<file path="config.mk">
export PLATFORM = sky130hd
export DESIGN_NAME = sm_icache
export DESIGN_NICKNAME = d
export VERILOG_FILES = /design/src/rtl/sm_icache_pkg.sv /design/src/rtl/sm_icache_store.sv /design/src/rtl/sm_icache.sv
export SDC_FILE = /design/constraint.sdc
export NUM_CORES = 2
export LEC_CHECK = 0
export ABC_CLOCK_PERIOD_IN_PS = 4950
export CELL_PAD_IN_SITES_DETAIL_PLACEMENT = 1
export CELL_PAD_IN_SITES_GLOBAL_PLACEMENT = 2
export CORE_AREA = 2 2 500 502
export CTS_CLUSTER_SIZE = 24
export DETAILED_ROUTE_END_ITERATION = 12
export DIE_AREA = 0 0 502 504
export PLACE_DENSITY_LB_ADDON = 0.1
export SYNTH_ARGS = -nofsm -noshare
export SYNTH_HDL_FRONTEND = slang
export SYNTH_SLANG_ARGS = --single-unit
</file>
<file path="constraint.sdc">
create_clock -name clk -period 4.95 [get_ports clk]
set_input_delay 0.99 -clock clk [delete_from_list [all_inputs] [get_ports clk]]
set_output_delay 0.99 -clock clk [all_outputs]
set_load 0.02 [all_outputs]
</file>
<file path="src/rtl/sm_icache_pkg.sv">
// Shared definitions for the sm_icache instruction cache:
// FSM state encoding and geometry helpers.
package sm_icache_pkg;

    typedef enum logic [1:0] {
        S_IDLE   = 2'd0,
        S_LOOKUP = 2'd1,
        S_REFILL = 2'd2,
        S_RESP   = 2'd3
    } state_t;

    function automatic int tag_w(input int addr_w, input int index_w, input int offset_w);
        return addr_w - index_w - offset_w;
    endfunction

    function automatic int lines(input int index_w);
        return 1 << index_w;
    endfunction

    function automatic int words(input int offset_w);
        return 1 << offset_w;
    endfunction

endpackage

</file>
<file path="src/rtl/sm_icache_store.sv">
// Line storage for sm_icache: valid bits (reset), tags and data words
// (not reset), async read, per-word data write, line commit and bulk clear.
module sm_icache_store
    import sm_icache_pkg::*;
#(
    parameter int INDEX_W  = 4,
    parameter int OFFSET_W = 2,
    parameter int TAG_W    = 26
) (
    input  logic                clk,
    input  logic                rst_n,
    input  logic                i_clr,
    input  logic [INDEX_W-1:0]  i_idx,
    input  logic [OFFSET_W-1:0] i_rd_off,
    output logic                o_vld,
    output logic [TAG_W-1:0]    o_tag,
    output logic [31:0]         o_word,
    input  logic                i_wr_en,
    input  logic [OFFSET_W-1:0] i_wr_off,
    input  logic [31:0]         i_wr_data,
    input  logic                i_commit,
    input  logic [TAG_W-1:0]    i_commit_tag,
    input  logic                i_commit_vld
);

    localparam int LINES = lines(INDEX_W);
    localparam int WORDS = words(OFFSET_W);

    logic [LINES-1:0] r_valid;
    logic [TAG_W-1:0] r_tag  [LINES];
    logic [31:0]      r_data [LINES][WORDS];

    assign o_vld  = r_valid[i_idx];
    assign o_tag  = r_tag[i_idx];
    assign o_word = r_data[i_idx][i_rd_off];

    // A commit on the same edge as a clear still lands; the caller folds the
    // clear into i_commit_vld so the refilled line stays invalid.
    always_ff @(posedge clk or negedge rst_n) begin
        if (!rst_n) begin
            r_valid <= '0;
        end else begin
            if (i_clr)
                r_valid <= '0;
            if (i_commit)
                r_valid[i_idx] <= i_commit_vld;
        end
    end

    always_ff @(posedge clk) begin
        if (i_wr_en)
            r_data[i_idx][i_wr_off] <= i_wr_data;
        if (i_commit)
            r_tag[i_idx] <= i_commit_tag;
    end

endmodule

</file>
<file path="src/rtl/sm_icache.sv">
// Direct-mapped read-only instruction cache: CPU fetch port in front,
// word-wise req/ack line refill from backing memory behind.
module sm_icache
    import sm_icache_pkg::*;
#(
    parameter int ADDR_W   = 32,
    parameter int INDEX_W  = 4,
    parameter int OFFSET_W = 2
) (
    input  logic              clk,
    input  logic              rst_n,
    input  logic              cpu_req,
    input  logic [ADDR_W-1:0] cpu_addr,
    output logic              cpu_ready,
    output logic              cpu_valid,
    output logic [31:0]       cpu_rdata,
    input  logic              inv,
    output logic              mem_req,
    output logic [ADDR_W-1:0] mem_addr,
    input  logic              mem_ack,
    input  logic [31:0]       mem_rdata,
    output logic [31:0]       hit_cnt,
    output logic [31:0]       miss_cnt
);

    localparam int TAG_W = tag_w(ADDR_W, INDEX_W, OFFSET_W);

    state_t                r_state, w_next;
    logic [ADDR_W-1:0]     r_addr;
    logic [OFFSET_W-1:0]   r_cnt;
    logic                  r_inv_pend;
    logic [31:0]           r_rdata, r_hit_cnt, r_miss_cnt;

    logic [TAG_W-1:0]      w_tag, w_line_tag;
    logic [INDEX_W-1:0]    w_idx;
    logic [OFFSET_W-1:0]   w_off;
    logic                  w_line_vld, w_hit, w_ack, w_last, w_accept;
    logic [31:0]           w_line_word;

    assign w_tag    = r_addr[ADDR_W-1 -: TAG_W];
    assign w_idx    = r_addr[OFFSET_W +: INDEX_W];
    assign w_off    = r_addr[OFFSET_W-1:0];
    assign w_accept = (r_state == S_IDLE) && cpu_req;
    assign w_hit    = w_line_vld && (w_line_tag == w_tag);
    assign w_ack    = (r_state == S_REFILL) && mem_ack;
    assign w_last   = w_ack && (r_cnt == '1);

    sm_icache_store #(
        .INDEX_W  (INDEX_W),
        .OFFSET_W (OFFSET_W),
        .TAG_W    (TAG_W)
    ) u_store (
        .clk          (clk),
        .rst_n        (rst_n),
        .i_clr        (inv),
        .i_idx        (w_idx),
        .i_rd_off     (w_off),
        .o_vld        (w_line_vld),
        .o_tag        (w_line_tag),
        .o_word       (w_line_word),
        .i_wr_en      (w_ack),
        .i_wr_off     (r_cnt),
        .i_wr_data    (mem_rdata),
        .i_commit     (w_last),
        .i_commit_tag (w_tag),
        .i_commit_vld (~(r_inv_pend | inv))
    );

    always_comb begin
        w_next = r_state;
        case (r_state)
            S_IDLE:   if (cpu_req) w_next = S_LOOKUP;
            S_LOOKUP: w_next = w_hit ? S_RESP : S_REFILL;
            S_REFILL: if (w_last) w_next = S_RESP;
            S_RESP:   w_next = S_IDLE;
            default:  w_next = S_IDLE;
        endcase
    end

    always_ff @(posedge clk or negedge rst_n) begin
        if (!rst_n) begin
            r_state    <= S_IDLE;
            r_addr     <= '0;
            r_cnt      <= '0;
            r_inv_pend <= 1'b0;
            r_rdata    <= '0;
            r_hit_cnt  <= '0;
            r_miss_cnt <= '0;
        end else begin
            r_state <= w_next;
            if (w_accept)
                r_addr <= cpu_addr;
            if (r_state == S_LOOKUP)
                r_cnt <= '0;
            else if (w_ack)
                r_cnt <= r_cnt + 1'b1;
            if (r_state == S_REFILL && w_next != S_REFILL)
                r_inv_pend <= 1'b0;
            else if (r_state == S_REFILL && inv)
                r_inv_pend <= 1'b1;
            // On the final ack the requested word may be the one arriving now.
            if (r_state == S_LOOKUP && w_hit)
                r_rdata <= w_line_word;
            else if (w_last)
                r_rdata <= (w_off == r_cnt) ? mem_rdata : w_line_word;
            if (r_state == S_LOOKUP && w_hit && r_hit_cnt != '1)
                r_hit_cnt <= r_hit_cnt + 32'd1;
            if (r_state == S_LOOKUP && !w_hit && r_miss_cnt != '1)
                r_miss_cnt <= r_miss_cnt + 32'd1;
        end
    end

    assign cpu_ready = (r_state == S_IDLE);
    assign cpu_valid = (r_state == S_RESP);
    assign cpu_rdata = r_rdata;
    assign mem_req   = (r_state == S_REFILL);
    assign mem_addr  = {r_addr[ADDR_W-1:OFFSET_W], r_cnt};
    assign hit_cnt   = r_hit_cnt;
    assign miss_cnt  = r_miss_cnt;

endmodule
</file>
==> impl_metrics.ini <==
[global_route]
grt_usage = 0.231
grtUsageMet2 = 0.371
grt_pass1_wl_um = 409000
overflow = 0
first_global_vias = 50900
grt_max_degree = 130
gr-usage-met3 = 0.0340
busiest_layer = met2
antenna_found_initial = 28
grt_util_met1 = 0.335

[routing]
vias_per_cell = 5.80
vias = 48600
drc = 0
drt_first_pass_iters = 7
final_antenna_net_count = 0
routed_wl_um = 290000
drt_iter0_markers = 5305
wl_per_cell_um = 34.6

[critical_path]
path_max_fanout = 31
r2r_setup_slack_ns = 0.29
timing.rr.end = hit_cnt[23]$_DFFE_PN0P_
cpLargestDelayFamily = simple AND/OR/NAND/NOR gates
cp.arrival_ns = 5.45
crit_end = hit_cnt[23]$_DFFE_PN0P_
critPathRequiredTime_ns = 5.74
crit_path_start_kind = flop
path_depth = 13
startpoint = r_addr[3]$_DFFE_PN0P_
path_common_cell = buf_4
critPathCaptureType = flop
r2r_cells = 13
cpPeakStageDelay_ns = 0.85
critPathKind = flop to flop
path_cells = buf_4, buf_4, mux2_2, o22ai_1, a221oi_1, xor2_1, nor4_1, buf_4, o2111a_1, nand4_2, buf_12, or4_1, xnor2_1
slowest_stage = dfrtp_4
timing.rr.start = r_addr[3]$_DFFE_PN0P_
cp_num_buf_inv = 4

[timing]
worst_hold_slack_ns = 0.139
hold_viol = 0
max_freq_mhz = 214
slew_viol_final = 0
setup_tns_ns = 0
finalCriticalPeriod_ns = 4.66
setup_violations = 0
fin_ws_ns = 0.287
tightest_slew_ns = 1.28
finalCritPeriodShare = 0.942
slew-limit-headroom = 0.146
fin_skew_ns = 0.0498
rsz0062_at_grt = false

[layout]
layout-drive-gt1-share = 0.296
finalNetCount = 4899
stdcell_count = 8375
fin_util = 0.476
area_growth_pct = 16.4
final_area_um2 = 118000

[die]
rows = 183
start_util = 0.409
io_pins = 200
fp.dieH_um = 504
die_w_um = 502
fp.dieArea_um2 = 253000
core_area_um2 = 248000

[power_and_ir_drop]
leakage_nw = 37.3
power_mw = 64.8
ir_drop_mv = 0.550
cellPowerDensity_nw_per_um2 = 550

[synth]
synth.most_common_cell = edfxtp_1
synth_common_cells = 2464 x edfxtp_1, 753 x mux4_2, 149 x dfrtp_1
synth_area_um2 = 101000
synthFlopType = edfxtp_1
synth_top_area_frac = 0.731
yosys_warnings = 0
syn_inst = 4397
synth_edf_count = 2464
synthTopCellsByArea = edfxtp_1 73%, mux4_2 17%, dfrtp_1 3.7%
ys_seq_area_frac = 0.768
syn_nets = 4476
synth_seq_cells = 2613
synth_cell_types = 66
yosys.area.top_type = edfxtp_1
synth_async_sr_flop_share = 0.0570
syn_area_per_cell_um2 = 23.0

[place]
pre_cts_slack_ns = 0.290
routabilityCongestion = 0.751
port_buffers = 199
hpwlAfterDp_um = 156000
dp_cells = 7847
placed_area_um2 = 109000

[clock_tree]
cts_setup_buffers = 0
clock-sinks = 2613
root_buffer = clkbuf_16
numCtsBuffers = 301
clock_path_buffers = 4
clkLatencyLatePin_ns = 0.94
cts.reportedPaths.clkPinSlew_ns = 0.06
cts-resized-gates = 0
cts_hold_buf = 0
cts_tree = done
ctsHtreeMaxLevel = 5

[status]
status = complete, no violations

[min_path]
worstHoldPathType = input pin to async pin

[run]
maxCapViolations = 0
-- kinds of logic after synthesis --
kind of cell / count (synthesis) / synth area share
flip-flops: 2613 / 0.768
multiplexers: 874 / 0.180
AND/OR/NAND/NOR: 368 / 0.0183
buffers and inverters: 277 / 0.0123
AO/OA/AOI/OAI: 163 / 0.0120
XOR/XNOR: 92 / 0.00796
adder cells (fa/ha/maj): 10 / 0.00124
-- cells in the final DEF (no fill, tap or decap), types with 6 or more instances in the layout --
| master | Yosys | final |
|---|---|---|
| edfxtp_1 | 2464 | 2464 |
| a221oi_1 | 9 | 9 |
| bufinv_16 | 0 | 18 |
| nand2_1 | 71 | 70 |
| or4_1 | 11 | 11 |
| and2_1 | 7 | 7 |
| nor4_1 | 12 | 12 |
| inv_1 | 10 | 10 |
| and3_1 | 25 | 25 |
| buf_4 | 39 | 130 |
| buf_2 | 26 | 32 |
| ha_1 | 10 | 10 |
| nor2_1 | 104 | 40 |
| o2bb2ai_1 | 33 | 33 |
| clkdlybuf4s50_1 | 0 | 166 |
| buf_12 | 0 | 57 |
| clkbuf_1 | 148 | 95 |
| xnor2_1 | 23 | 23 |
| nor2b_1 | 11 | 11 |
| mux4_2 | 753 | 753 |
| o21ai_0 | 16 | 16 |
| xor2_1 | 69 | 69 |
| clkbuf_16 | 0 | 305 |
| dfrtp_1 | 149 | 143 |
| a211oi_1 | 6 | 6 |
| o22ai_1 | 11 | 11 |
| mux2i_1 | 62 | 62 |
| nand3_1 | 37 | 33 |
| clkinv_2 | 0 | 28 |
| or3_1 | 13 | 13 |
| nand2b_1 | 11 | 11 |
| nor3_1 | 31 | 29 |
| nor2_4 | 0 | 64 |
| clkbuf_8 | 0 | 11 |
| nand4_1 | 16 | 16 |
| a31oi_1 | 6 | 6 |
| a22oi_1 | 37 | 37 |
| mux2_2 | 58 | 58 |
| a21oi_1 | 18 | 18 |
| clkinv_1 | 0 | 55 |
-- layout make-up --
type / count / area, um2
fillers: 21800 / 130000
flip-flops and latches: 2613 / 77700
multi-input cells: 1507 / 22800
clock buffers: 410 / 8130
well taps: 3330 / 4170
repair buffers: 386 / 3950
clock inverters: 113 / 1020
inverters: 11 / 41.3
diodes: 5 / 12.5
-- metal layers --
| metal | up-vias | part of all wire |
|---|---|---|
| li1 | 19600 | - |
| met1 | 27100 | 0.44 |
| met2 | 1512 | 0.48 |
| met3 | 408 | 0.058 |
| met4 | 2 | 0.022 |
| met5 | - | 0.000045 |
-- worst reg2reg max path, stage by stage, from the launching register on --
cell and delay (ns):
dfrtp_4 0.85, buf_4 0.36, buf_4 0.31, mux2_2 0.37
o22ai_1 0.18, a221oi_1 0.08, xor2_1 0.19, nor4_1 0.60
buf_4 0.23, o2111a_1 0.24, nand4_2 0.13, buf_12 0.23
or4_1 0.61, xnor2_1 0.16
-- power by group --
part           leakage (nW)  internal (mW)  switching (mW)
registers              24.1           25.1            1.05
logic                  8.69           8.31            9.29
clock network          4.44           12.4            8.63
-- worst min-delay path by stage --
stage,startpoint,to,slack [ns],cells after the start
2_1_floorplan,u_store.r_valid[2]$_DFF_PN0_,u_store.r_valid[2]$_DFF_PN0_,0.51,2
3_3_place_gp,miss_cnt[20]$_DFFE_PN0P_,miss_cnt[20]$_DFFE_PN0P_,0.47,1
3_5_place_dp,miss_cnt[22]$_DFFE_PN0P_,miss_cnt[22]$_DFFE_PN0P_,0.49,1
4_1_cts,rst_n,cpu_rdata[0]$_DFFE_PN0P_,0.10,1
5_1_grt,rst_n,hit_cnt[3]$_DFFE_PN0P_,0.14,1
6_report,rst_n,hit_cnt[3]$_DFFE_PN0P_,0.14,1
-- flip-flops by register name (all words and copies together) (netlist names) --
signal and flops:
r_inv_pend 1, u_store.r_valid 16, r_addr 32, u_store.r_tag 416, u_store.r_data 2048, cpu_rdata 32, r_cnt 2, r_state 2
hit_cnt 32, miss_cnt 32
Power figures use the tool's default switching activity.
